[config.mk]
export PLATFORM = sky130hd
export DESIGN_NAME = nibble_serial_adder_ctrl
export DESIGN_NICKNAME = d
export VERILOG_FILES = /design/src/rtl/nibble_serial_adder_ctrl_pkg.sv /design/src/rtl/nibble_serial_adder_ctrl_binaryadder_4bit.sv /design/src/rtl/nibble_serial_adder_ctrl.sv
export SDC_FILE = /design/constraint.sdc
export NUM_CORES = 1
export LEC_CHECK = 0
export ABC_AREA = 1
export BUFFER_PORTS_ARGS = -buffer_cell sky130_fd_sc_hd__buf_2
export CAP_MARGIN = 20
export CORE_UTILIZATION = 49
export DETAILED_ROUTE_END_ITERATION = 12
export PLACE_DENSITY = 0.76
export SYNTH_ARGS = -nofsm -noshare
export SYNTH_HDL_FRONTEND = slang
export SYNTH_SLANG_ARGS = --single-unit
[constraint.sdc]
create_clock -name clk -period 3.22 [get_ports clk]
set_input_delay 0.644 -clock clk [delete_from_list [all_inputs] [get_ports clk]]
set_output_delay 0.644 -clock clk [all_outputs]
set_load 0.01 [all_outputs]
[src/rtl/nibble_serial_adder_ctrl_pkg.sv]
// rtl/nibble_serial_adder_ctrl_pkg.sv - shared state encoding and nibble width for the serial adder
package nibble_serial_adder_ctrl_pkg;

  localparam int NIBBLE_W = 4;

  typedef enum logic [1:0] {
    IDLE = 2'd0,
    RUN  = 2'd1,
    DONE = 2'd2
  } state_t;

endpackage

[src/rtl/nibble_serial_adder_ctrl_binaryadder_4bit.sv]
// rtl/nibble_serial_adder_ctrl_binaryadder_4bit.sv - 4-bit combinational ripple-carry adder
module binaryadder_4bit (
  input  logic [3:0] a,
  input  logic [3:0] b,
  input  logic       cin,
  output logic [3:0] sum,
  output logic       cout
);

  logic [4:0] w_c;

  assign w_c[0] = cin;

  for (genvar i = 0; i < 4; i++) begin : g_fa
    assign sum[i]   = a[i] ^ b[i] ^ w_c[i];
    assign w_c[i+1] = (a[i] & b[i]) | (w_c[i] & (a[i] ^ b[i]));
  end

  assign cout = w_c[4];

endmodule

[src/rtl/nibble_serial_adder_ctrl.sv]
// rtl/nibble_serial_adder_ctrl.sv - WIDTH-bit add/subtract sequenced through one 4-bit adder, LSB nibble first
module nibble_serial_adder_ctrl
  import nibble_serial_adder_ctrl_pkg::*;
#(
  parameter int WIDTH = 16
) (
  input  logic             clk,
  input  logic             rst,
  input  logic             start,
  input  logic             sub,
  input  logic [WIDTH-1:0] a,
  input  logic [WIDTH-1:0] b,
  input  logic             c_in,
  output logic             busy,
  output logic             done,
  output logic [WIDTH-1:0] sum,
  output logic             c_out,
  output logic             ovf
);

  localparam int NIB  = WIDTH / NIBBLE_W;
  localparam int IDXW = (NIB > 1) ? $clog2(NIB) : 1;
  localparam logic [IDXW-1:0] LAST_IDX = IDXW'(NIB - 1);

  state_t r_state;
  state_t w_state_nxt;

  logic [WIDTH-1:0]    r_a;
  logic [WIDTH-1:0]    r_b_eff;
  logic                r_carry;
  logic [IDXW-1:0]     r_idx;
  logic [WIDTH-1:0]    r_sum;
  logic                r_c_out;
  logic                r_ovf;

  logic [NIBBLE_W-1:0] w_a_nib;
  logic [NIBBLE_W-1:0] w_b_nib;
  logic [NIBBLE_W-1:0] w_add_sum;
  logic                w_add_cout;
  logic [WIDTH-1:0]    w_sum_nxt;
  logic                w_last;

  assign w_last = (r_idx == LAST_IDX);

  always_ff @(posedge clk) begin
    if (rst) begin
      r_state <= IDLE;
    end else begin
      r_state <= w_state_nxt;
    end
  end

  always_comb begin
    w_state_nxt = r_state;
    case (r_state)
      IDLE:    if (start) w_state_nxt = RUN;
      RUN:     if (w_last) w_state_nxt = DONE;
      DONE:    w_state_nxt = IDLE;
      default: w_state_nxt = IDLE;
    endcase
  end

  // Operand nibble mux and result nibble demux, both steered by r_idx.
  always_comb begin
    w_a_nib   = '0;
    w_b_nib   = '0;
    w_sum_nxt = r_sum;
    for (int k = 0; k < NIB; k++) begin
      if (r_idx == IDXW'(k)) begin
        w_a_nib = r_a[k*NIBBLE_W +: NIBBLE_W];
        w_b_nib = r_b_eff[k*NIBBLE_W +: NIBBLE_W];
        w_sum_nxt[k*NIBBLE_W +: NIBBLE_W] = w_add_sum;
      end
    end
  end

  binaryadder_4bit u_adder (
    .a    (w_a_nib),
    .b    (w_b_nib),
    .cin  (r_carry),
    .sum  (w_add_sum),
    .cout (w_add_cout)
  );

  always_ff @(posedge clk) begin
    if (rst) begin
      r_a     <= '0;
      r_b_eff <= '0;
      r_carry <= 1'b0;
      r_idx   <= '0;
      r_sum   <= '0;
      r_c_out <= 1'b0;
      r_ovf   <= 1'b0;
    end else begin
      case (r_state)
        IDLE: begin
          if (start) begin
            r_a     <= a;
            r_b_eff <= sub ? ~b : b;
            r_carry <= sub ? 1'b1 : c_in;
            r_sum   <= '0;
            r_idx   <= '0;
          end
        end
        RUN: begin
          r_sum   <= w_sum_nxt;
          r_carry <= w_add_cout;
          if (w_last) begin
            // Sign bits of both operands, result MSB and carry out of the MSB give overflow.
            r_c_out <= w_add_cout;
            r_ovf   <= r_a[WIDTH-1] ^ r_b_eff[WIDTH-1] ^ w_add_sum[NIBBLE_W-1] ^ w_add_cout;
          end else begin
            r_idx <= r_idx + IDXW'(1);
          end
        end
        default: ;
      endcase
    end
  end

  assign busy  = (r_state != IDLE);
  assign done  = (r_state == DONE);
  assign sum   = r_sum;
  assign c_out = r_c_out;
  assign ovf   = r_ovf;

endmodule

==> results of run 1 <==
-- tightest hold or removal path, delay by kind of cell (launching register included) --
| family | cells | cell delay [ns] |
|---|---|---|
| flip-flops | 1 | 0.32 |
| AND/OR/NAND/NOR | 1 | 0.06 |
| AO/OA/AOI/OAI | 1 | 0.06 |
-- kinds of logic after synthesis --
kind of cell	after synthesis	synth area share
AO/OA/AOI/OAI	80	0.157
adder cells (fa/ha/maj)	8	0.0490
buffers and inverters	41	0.0782
XOR/XNOR	17	0.0560
AND/OR/NAND/NOR	162	0.245
flip-flops	55	0.414
-- placed cells by master (no fill, tap or decap), types with 8 or more instances in the layout --
master and n:
a21oi_1 42, buf_2 56, buf_4 8, dfxtp_1 53
inv_1 16, nand2_1 85, nand3_1 12, nor2_1 58
o21ai_0 29, xor2_1 16
-- flip-flops by register name, indices dropped and copies added, names as in the netlist --
| name | cells |
|---|---|
| ovf | 1 |
| c_out | 1 |
| r_idx | 2 |
| sum | 16 |
| r_carry | 1 |
| r_a | 16 |
| r_b_eff | 16 |
| r_state | 2 |
-- layout make-up --
| class | count | share of cell area |
|---|---|---|
| timing repair buffer | 64 | 0.108 |
| clock buffer | 7 | 0.0306 |
| clock inverter | 1 | 0.00239 |
| tap | 70 | 0.0278 |
| sequential | 55 | 0.352 |
| inverter | 23 | 0.0290 |
| multi-input combinational | 267 | 0.450 |
-- through the flow --
stage          setup slack [ns]   util
2_1_floorplan             0.187      -
3_3_place_gp             0.0544  0.572
3_5_place_dp            -0.0425  0.572
4_1_cts                  0.0120  0.592
5_1_grt                 -0.0800  0.608
6_report                  0.168  0.608
-- how the worst max path moves through the flow --
stage	cells after the start	startpoint	to
CTS	18	r_idx[0]$_SDFFE_PP0P_	sum[11]$_SDFFE_PP0P_
finish	21	r_idx[0]$_SDFFE_PP0P_	ovf$_SDFFE_PP0P_
global placement	16	r_idx[1]$_SDFFE_PP0P_	sum[3]$_SDFFE_PP0P_
detailed placement	18	r_idx[0]$_SDFFE_PP0P_	sum[11]$_SDFFE_PP0P_
floorplan	17	r_idx[0]$_SDFFE_PP0P_	sum[11]$_SDFFE_PP0P_
global route	21	r_idx[0]$_SDFFE_PP0P_	ovf$_SDFFE_PP0P_
-- power breakdown --
| part | switching, W | leakage (nW) | internal (W) | total, W |
|---|---|---|---|---|
| clock network | 0.000220 | 0.0505 | 0.000196 | 0.000416 |
| logic | 0.000238 | 0.955 | 0.000163 | 0.000401 |
| registers | 0.0000376 | 0.453 | 0.000733 | 0.000771 |
-- what timing repair did --
item	4_1_cts	5_1_grt
setup endpoints to repair	4	6
buffers inserted	0	1
cloned	0	0
pin swaps	0	3
gates resized for setup	1	24
-- layer usage --
metal  global-route usage  vias up  share of wire
met5                    0        -              0
met4               0.0700        0          0.017
met3               0.0370       10          0.041
met2                0.364       54           0.48
met1                0.297     1100           0.46
li1                     -     1267              -
==> results by group, run 1 <==
Status
  – Outcome: finished clean

Synth
  – Prevailing post-synth register cell: dfxtp_1
  – Yosys warns: 0
  – Top cells by count, synth: nand2_1, nor2_1, dfxtp_1
  – Syn_area_per_cell: 7.32 sq um
  – Top post-synthesis cells by area: dfxtp_1, nand2_1, nor2_1, a21oi_1, o21ai_0
  – Most frequent cell after synthesis: nand2_1
  – Post-Syn Nets: 408
  – Yosys cell types: 24
  – Cell area after synthesis: 0.00266 sq mm
  – FFs w/ async S/R, synth: 0
  – Largest area contributor in the netlist: dfxtp_1
  – Post-Syn Instances: 363
  – Seq/Total Area, Yosys: 0.414
  – #FFs+latches synth: 55
  – EDFF count, synth: 0
  – Top cell type's share of synthesized area: 0.414

Routing
  – Post-route ant nets: 0
  – Post-Route WL: 6.09 mm
  – WL/cell: 12.5 um
  – DRC Markers: 0
  – Initial DRT Pass Iterations: 4
  – Vias per inst: 4.99
  – Starting DRT DRC Count: 120
  – Via count: 2431

Die
  – Die H: 75.6 um
  – Starting density of the core: 0.514
  – IO Pins: 57
  – Core ar.: 0.00517 sq mm
  – Area of the die: 0.00572 sq mm
  – Die X: 75.6 um
  – Row count: 26

Worst setup path
  – CP top delay family: adder cells
  – Worst setup path class: reg -> reg
  – Worst EP arrival: 3.31 ns
  – Buf+Inv Stages, Crit Path: 6
  – RR Endpoint: ovf$_SDFFE_PP0P_
  – Worst R2R Start: r_idx[0]$_SDFFE_PP0P_
  – Worst reg2reg path depth: 21
  – Critical Path RT: 3.48 ns
  – Cells along the critical path: inv_4 > ha_4 > inv_1 > nor2_2 > nand2_1 > nand2_1 > o211ai_1 > nand2_1 > fa_2 > inv_1 > fa_2 > inv_2 > fa_1 > inv_1 > fa_2 > inv_1 > nand2_1 > nand2_1 > nand2_1 > nand2_1 > a21oi_2
  – CP Max Fanout: 5
  – Slowest-stage cell, CP: fa_2
  – Critical path's largest stage delay: 0.64 ns
  – Critical Path Most Common Cell: nand2_1
  – Critical path endpoint category: flop
  – Crit start category: flop
  – Worst R2R Setup Slack: 0.17 ns

STA
  – Worst-Margin Slew: 0.611 ns
  – Worst Skew: 0.0125 ns
  – Tmin final: 3.05 ns
  – Count of final max-slew check failures: 0
  – Worst hold margin: 0.476 ns
  – Setup violators final: 0
  – Final Hold Viols: 0
  – Setup TNS: 0 ns
  – Relative slew margins: 0.592
  – Final period util: 0.948
  – Fmax: 328 MHz

Clocking
  – Max H-tree Level: 2
  – # hold bufs at CTS: 0
  – Clock net sink count: 55
  – Root buffer cell: clkbuf_8
  – Clock transition at path regs: 0.10 ns
  – Worst-skew pair later-pin latency: 0.32 ns
  – CTS tree: built
  – Clock buffer depth: 2
  – Inserted Clock Buffers: 5

Power and ir drop
  – Peak supply drop: 0.000331 V
  – Pwr Total: 0.00159 W
  – Leak pwr: 1.46 nW
  – Power Density: 505 mW/mm^2

Final layout
  – Area Growth Syn to Fin: 18.4%
  – Nets: 461
  – Share of cells above drive strength 1: 0.230
  – Layout Cells excl Fill: 487
  – Area of the multi-input gates: 0.00142 sq mm
  – N_diodes: 0
  – Register area: 0.00111 sq mm
  – Fillcell total: 482
  – Post-route cell area: 0.00315 sq mm

Place
  – GPL Wtd Cong: 0.963
  – Port bufs: 56
  – Area post-placement: 0.00296 sq mm
  – Placed insts: 478
  – DP HPWL: 4.41 mm

Global route
  – Pin count of the biggest net entering global routing: 38
  – Total GRT Usage: 0.221
  – First-pass GRT wire length: 9.49 mm
  – Vias in the first global route: 2148
  – Initial antenna violation count: 0
  – Remaining global-route overflow: 0

Worst hold path
  – Hold wc startpoint: r_b_eff[2]$_SDFFE_PP0P_
  – Hold path cells: 2
  – Hold WC Path Type: reg -> reg
  – Worst min-delay path endpoint: r_b_eff[2]$_SDFFE_PP0P_

Flow run
  – Maxcap violations: 0
(Power assumes the default switching activity.)
==> inputs of run 2 (changes only) <==
--- a/config.mk
+++ b/config.mk
@@ -8,9 +8,11 @@
 export ABC_AREA = 1
 export BUFFER_PORTS_ARGS = -buffer_cell sky130_fd_sc_hd__buf_2
 export CAP_MARGIN = 20
+export CORE_MARGIN = 2
 export CORE_UTILIZATION = 49
 export DETAILED_ROUTE_END_ITERATION = 12
 export PLACE_DENSITY = 0.76
+export REMOVE_ABC_BUFFERS = 1
 export SYNTH_ARGS = -nofsm -noshare
 export SYNTH_HDL_FRONTEND = slang
 export SYNTH_SLANG_ARGS = --single-unit
==> run 2 against run 1 <==
Clock-buffer cell count grew 1; power grew 0.72%; routed wire length grew 5.1%; via count grew 2.6%; sequential share of layout area shrank 0.58 points; critical path type unchanged; worst setup slack lost 0.084 ns; fmax shrank 2.7%; critical path depth is the same.
==> results by group, run 2 (same netlist as run 1, synthesis figures left out) <==
Place
  – DP HPWL: 4.30 mm
  – Port bufs: 56
  – GPL Wtd Cong: 0.902
  – Placed insts: 481

Global route
  – First-pass GRT wire length: 10.1 mm
  – Pin count of the biggest net entering global routing: 33
  – Initial antenna violation count: 0
  – Total GRT Usage: 0.209
  – Vias in the first global route: 2201
  – Remaining global-route overflow: 0

Final layout
  – Most frequent cells in the layout: nand2_1, nor2_1, buf_2, dfxtp_1, a21oi_1
  – Most common cell after layout, fill and taps aside: nand2_1
  – Layout Cells excl Fill: 493
  – Share of cells above drive strength 1: 0.246
  – Nets: 467
  – Register area: 0.00111 sq mm
  – Fillcell total: 480
  – Area of the multi-input gates: 0.00142 sq mm
  – N_diodes: 0
  – Area Growth Syn to Fin: 20.4%

Die
  – Die H: 77.6 um
  – Die X: 77.6 um
  – Starting density of the core: 0.514
  – Core ar.: 0.00517 sq mm
  – Row count: 26
  – IO Pins: 57
  – Area of the die: 0.00603 sq mm

Routing
  – Post-route ant nets: 0
  – Vias per inst: 5.06
  – Via count: 2495
  – Starting DRT DRC Count: 192
  – WL/cell: 13.0 um
  – Post-Route WL: 6.40 mm
  – DRC Markers: 0
  – Initial DRT Pass Iterations: 4

Clocking
  – CTS tree: built
  – Clock net sink count: 55
  – Worst-skew pair later-pin latency: 0.30 ns
  – Root buffer cell: clkbuf_8
  – Max H-tree Level: 2
  – Clock transition at path regs: 0.09 ns
  – Clock buffer depth: 2
  – Inserted Clock Buffers: 5

Power and ir drop
  – Peak supply drop: 0.000252 V
  – Switching power total: 0.000493 W
  – Switching Fraction: 0.308
  – Clock power frac: 0.251
  – Logic pwr share: 0.269
  – Pwr Total: 0.00160 W
  – Int Power: 0.00111 W
  – Leak pwr: 1.49 nW
  – Seq pwr share: 0.481
  – Power Density: 500 mW/mm^2

Worst hold path
  – Hold wc startpoint: r_b_eff[13]$_SDFFE_PP0P_
  – Hold path cells: 2
  – Hold WC Path Type: reg -> reg
  – Worst min-delay path endpoint: r_b_eff[13]$_SDFFE_PP0P_

Worst setup path
  – CP Max Fanout: 5
  – Worst R2R Setup Slack: 0.08 ns
  – Crit start category: flop
  – Worst EP arrival: 3.37 ns
  – Critical path endpoint category: flop
  – Worst setup path class: reg -> reg
  – RR Endpoint: ovf$_SDFFE_PP0P_
  – Critical Path RT: 3.46 ns
  – Worst reg2reg path depth: 21
  – Worst R2R Start: r_idx[0]$_SDFFE_PP0P_

STA
  – Setup violators final: 0
  – Final period util: 0.974
  – Worst-Margin Slew: 0.670 ns
  – Tmin final: 3.14 ns
  – Worst hold margin: 0.466 ns
  – Fmax: 319 MHz
  – Count of final max-slew check failures: 0
  – Worst Skew: 0.00350 ns
  – Final Hold Viols: 0
  – Relative slew margins: 0.553

Flow run
  – Maxcap violations: 0

Status
  – Outcome: finished clean
run 2: worst max-delay path, cell delays in order (launching register included):
cell and delay [ns]:
dfxtp_4 0.39, inv_4 0.08, ha_4 0.15, inv_1 0.07, nor2_4 0.12, nand2_1 0.07
nand2_1 0.05, o211ai_1 0.08, nand2_1 0.10, fa_2 0.19, inv_1 0.05, fa_1 0.35
inv_1 0.08, fa_2 0.20, inv_2 0.04, fa_2 0.65, inv_1 0.06, nand2_1 0.06
nand2_1 0.05, nand2_1 0.06, nand2_1 0.06, a21oi_2 0.11
run 2: worst max path at each step:
stage / slack, ns / from / to / cells after the start
after floorplan: 0.18 / r_idx[0]$_SDFFE_PP0P_ / sum[11]$_SDFFE_PP0P_ / 15
after global placement: 0.07 / r_idx[0]$_SDFFE_PP0P_ / sum[3]$_SDFFE_PP0P_ / 18
after detailed placement: -0.06 / r_idx[0]$_SDFFE_PP0P_ / sum[11]$_SDFFE_PP0P_ / 18
after CTS: 0.02 / r_idx[1]$_SDFFE_PP0P_ / ovf$_SDFFE_PP0P_ / 20
after global routing: -0.05 / r_idx[1]$_SDFFE_PP0P_ / ovf$_SDFFE_PP0P_ / 19
final: 0.08 / r_idx[0]$_SDFFE_PP0P_ / ovf$_SDFFE_PP0P_ / 21
run 2: repair_timing:
action                                  4_1_cts  5_1_grt
resized for setup                             4       26
pin swaps                                     0        6
setup buffers                                 0        4
hold buffers                                  0        0
endpoints found under the setup margin        5        5
run 2: final cells by class:
cell class / instances / share of cell area
sequential: 55 / 0.346
timing repair buffer: 70 / 0.120
clock buffer: 8 / 0.0313
tap: 70 / 0.0274
inverter: 23 / 0.0293
multi-input combinational: 267 / 0.445
run 2: power groups by stage:
stage	Clock [W]	Combinational [W]	Sequential (W)
global route	0.000435	0.000484	0.000774
finish	0.000401	0.000430	0.000769
global placement	0	0.000360	0.000779
floorplan	0	0.000239	0.000779
CTS	0.000409	0.000381	0.000765
detailed placement	0	0.000370	0.000780
run 2: stage by stage:
step	instance area, sq um	setup slack, ns	utilization	TNS [ns]
after floorplan	2540	0.181	-	0
after global placement	2980	0.0743	0.576	0
after detailed placement	2980	-0.0616	0.576	-0.211
after CTS	3090	0.0181	0.597	0
after global routing	3200	-0.0548	0.619	-0.0548
final	3200	0.0849	0.619	0
run 2: layer usage:
layer  global-route usage  vias to the layer above  share of wire
met1                0.282                     1139           0.42
met3               0.0349                        6          0.057
li1                     -                     1271              -
met5                    0                        -              0
met4               0.0482                        0          0.010
met2                0.350                       79           0.51
==> inputs of run 3 (changes only) <==
--- a/config.mk
+++ b/config.mk
@@ -6,12 +6,12 @@
 export NUM_CORES = 1
 export LEC_CHECK = 0
 export ABC_AREA = 1
-export BUFFER_PORTS_ARGS = -buffer_cell sky130_fd_sc_hd__buf_2
+export BUFFER_PORTS_ARGS = -buffer_cell sky130_fd_sc_hd__buf_4
 export CAP_MARGIN = 20
 export CORE_MARGIN = 2
-export CORE_UTILIZATION = 49
+export CORE_UTILIZATION = 54
 export DETAILED_ROUTE_END_ITERATION = 12
-export PLACE_DENSITY = 0.76
+export PLACE_DENSITY = 0.79
 export REMOVE_ABC_BUFFERS = 1
 export SYNTH_ARGS = -nofsm -noshare
 export SYNTH_HDL_FRONTEND = slang
==> constraint.sdc (replaced) <==
create_clock -name clk -period 3.05 [get_ports clk]
set_input_delay 0.61 -clock clk [delete_from_list [all_inputs] [get_ports clk]]
set_output_delay 0.61 -clock clk [all_outputs]
set_load 0.01 [all_outputs]
==> run 3 against run 2 <==
Power is 6.6% higher; clock power rose by 2%; sequential cell count stayed put; largest power group unchanged; critical endpoint unchanged; first-iteration DRC count increased by 10%; global-route usage up 3.0 points; sequential share of layout area shrank 1.5 points.
==> results by group, run 3 (same netlist as run 1, synthesis figures left out) <==
Worst hold path
  – Worst min-delay path endpoint: r_b_eff[1]$_SDFFE_PP0P_
  – Hold WC Path Type: reg -> reg
  – Hold path cells: 2
  – Hold wc startpoint: r_b_eff[1]$_SDFFE_PP0P_

Worst setup path
  – RR Endpoint: ovf$_SDFFE_PP0P_
  – Critical path's largest stage delay: 0.48 ns
  – Critical Path RT: 3.26 ns
  – Critical path endpoint category: flop
  – CP top delay family: adder cells
  – Worst R2R Start: r_idx[1]$_SDFFE_PP0P_
  – Worst R2R Setup Slack: 0.04 ns
  – Worst reg2reg path depth: 16
  – Cells along the critical path: inv_4 > ha_4 > inv_4 > o211ai_1 > a21oi_2 > fa_2 > inv_2 > fa_2 > inv_2 > fa_2 > inv_2 > fa_2 > xnor2_1 > nand2_1 > nand2_2 > a21oi_2
  – Worst setup path class: reg -> reg
  – Slowest-stage cell, CP: fa_2
  – Worst EP arrival: 3.22 ns
  – Crit start category: flop
  – Critical Path Most Common Cell: fa_2
  – Buf+Inv Stages, Crit Path: 5
  – CP Max Fanout: 5

Clocking
  – Clock buffer depth: 2
  – Clock net sink count: 55
  – Inserted Clock Buffers: 5
  – Max H-tree Level: 2
  – Clock transition at path regs: 0.09 ns
  – CTS tree: built
  – Root buffer cell: clkbuf_8
  – Worst-skew pair later-pin latency: 0.32 ns

Global route
  – Vias in the first global route: 2281
  – First-pass GRT wire length: 9.98 mm
  – Initial antenna violation count: 0
  – Pin count of the biggest net entering global routing: 34
  – Remaining global-route overflow: 0
  – Total GRT Usage: 0.238

Final layout
  – Area Growth Syn to Fin: 25.9%
  – Fillcell total: 407
  – N_diodes: 0
  – Area of the multi-input gates: 0.00144 sq mm
  – Layout Cells excl Fill: 490
  – Share of cells above drive strength 1: 0.270
  – Register area: 0.00111 sq mm
  – Nets: 468
  – Most common cell after layout, fill and taps aside: nand2_1
  – Most frequent cells in the layout: nand2_1, buf_4, nor2_1, dfxtp_1, a21oi_1

STA
  – Worst Skew: 0.00317 ns
  – Tmin final: 3.01 ns
  – Final Hold Viols: 0
  – Fmax: 332 MHz
  – Unrepaired setup endpoints after global routing: true
  – Worst hold margin: 0.472 ns
  – Worst-Margin Slew: 0.666 ns
  – Count of final max-slew check failures: 0
  – Final period util: 0.986
  – Setup violators final: 0
  – Fin worst setup slack: 0.0419 ns
  – Relative slew margins: 0.556
  – Setup TNS: 0 ns

Routing
  – Post-Route WL: 6.32 mm
  – Starting DRT DRC Count: 212
  – Vias per inst: 5.14
  – Via count: 2520
  – DRC Markers: 0
  – Initial DRT Pass Iterations: 4
  – WL/cell: 12.9 um
  – Post-route ant nets: 0

Place
  – Placed insts: 482
  – Port bufs: 56
  – GPL Wtd Cong: 0.926
  – Setup slack at placement: -0.138 ns
  – DP HPWL: 4.36 mm

Die
  – Core ar.: 0.00472 sq mm
  – Starting density of the core: 0.563
  – Row count: 25
  – Area of the die: 0.00550 sq mm
  – Die X: 74.2 um
  – IO Pins: 57
  – Die H: 74.2 um

Power and ir drop
  – Power Density: 509 mW/mm^2
  – Leak pwr: 1.51 nW
  – Peak supply drop: 0.000353 V

Flow run
  – Maxcap violations: 0

Status
  – Outcome: finished clean
run 3: cell types whose count changed in the layout (fill, tap and decap cells not counted), moves of 3 or more:
cell	before	now
a21oi_1	41	38
a21oi_2	2	5
buf_4	14	71
nand2_1	85	81
nand2_2	3	7
buf_2	56	0
run 3: final cells by class:
cell class / count / area share
Sequential cell: 55 / 0.331
Timing Repair Buffer: 71 / 0.159
Clock inverter: 1 / 0.00150
Multi-Input combinational cell: 267 / 0.430
Inverter: 23 / 0.0280
Clock buffer: 6 / 0.0247
Tap cell: 67 / 0.0250
run 3: what timing repair did:
action,4_1_cts,5_1_grt
pin swaps,3,12
resized for setup,14,24
buffers inserted,0,1
endpoints found under the setup margin,5,6
hold buffers,0,0
run 3: how the worst max path moves through the flow:
| stage | from | slack [ns] | endpoint | depth (start not counted) |
|---|---|---|---|---|
| 5_1_grt | r_idx[0]$_SDFFE_PP0P_ | -0.11 | ovf$_SDFFE_PP0P_ | 17 |
| 3_3_place_gp | r_idx[1]$_SDFFE_PP0P_ | -0.04 | sum[3]$_SDFFE_PP0P_ | 16 |
| 2_1_floorplan | r_idx[0]$_SDFFE_PP0P_ | 0.01 | sum[11]$_SDFFE_PP0P_ | 15 |
| 6_report | r_idx[1]$_SDFFE_PP0P_ | 0.04 | ovf$_SDFFE_PP0P_ | 16 |
| 4_1_cts | r_idx[0]$_SDFFE_PP0P_ | 0.006 | ovf$_SDFFE_PP0P_ | 21 |
| 3_5_place_dp | r_idx[1]$_SDFFE_PP0P_ | -0.14 | sum[7]$_SDFFE_PP0P_ | 16 |
run 3: where the power goes:
group | total (W) | switching, W | internal [W]
sequential | 0.000811 | 0.0000368 | 0.000774
combinational | 0.000483 | 0.000273 | 0.000210
clock | 0.000411 | 0.000232 | 0.000179
total | 0.00170 | 0.000542 | 0.00116
run 3: worst reg2reg max path: stages, from the launching register on:
cell and delay (ns):
dfxtp_4 0.38, inv_4 0.08, ha_4 0.19, inv_4 0.05
o211ai_1 0.22, a21oi_2 0.10, fa_2 0.36, inv_2 0.07
fa_2 0.20, inv_2 0.04, fa_2 0.32, inv_2 0.06
fa_2 0.48, xnor2_1 0.16, nand2_1 0.08, nand2_2 0.07
a21oi_2 0.05
run 3: metrics by stage:
stage / utilization / area [sq um] / power [W]
after floorplan: - / 2540 / 0.00107
after global placement: 0.666 / 3150 / 0.00124
after detailed placement: 0.666 / 3150 / 0.00125
after CTS: 0.693 / 3270 / 0.00166
after global routing: 0.709 / 3350 / 0.00180
final: 0.709 / 3350 / 0.00170
run 3: layer usage:
layer	vias to the layer above	wire [um]	GRT usage
met4	0	82	0.107
li1	1277	-	-
met3	9	362	0.0501
met1	1169	2750	0.303
met5	-	0	0
met2	65	3120	0.391
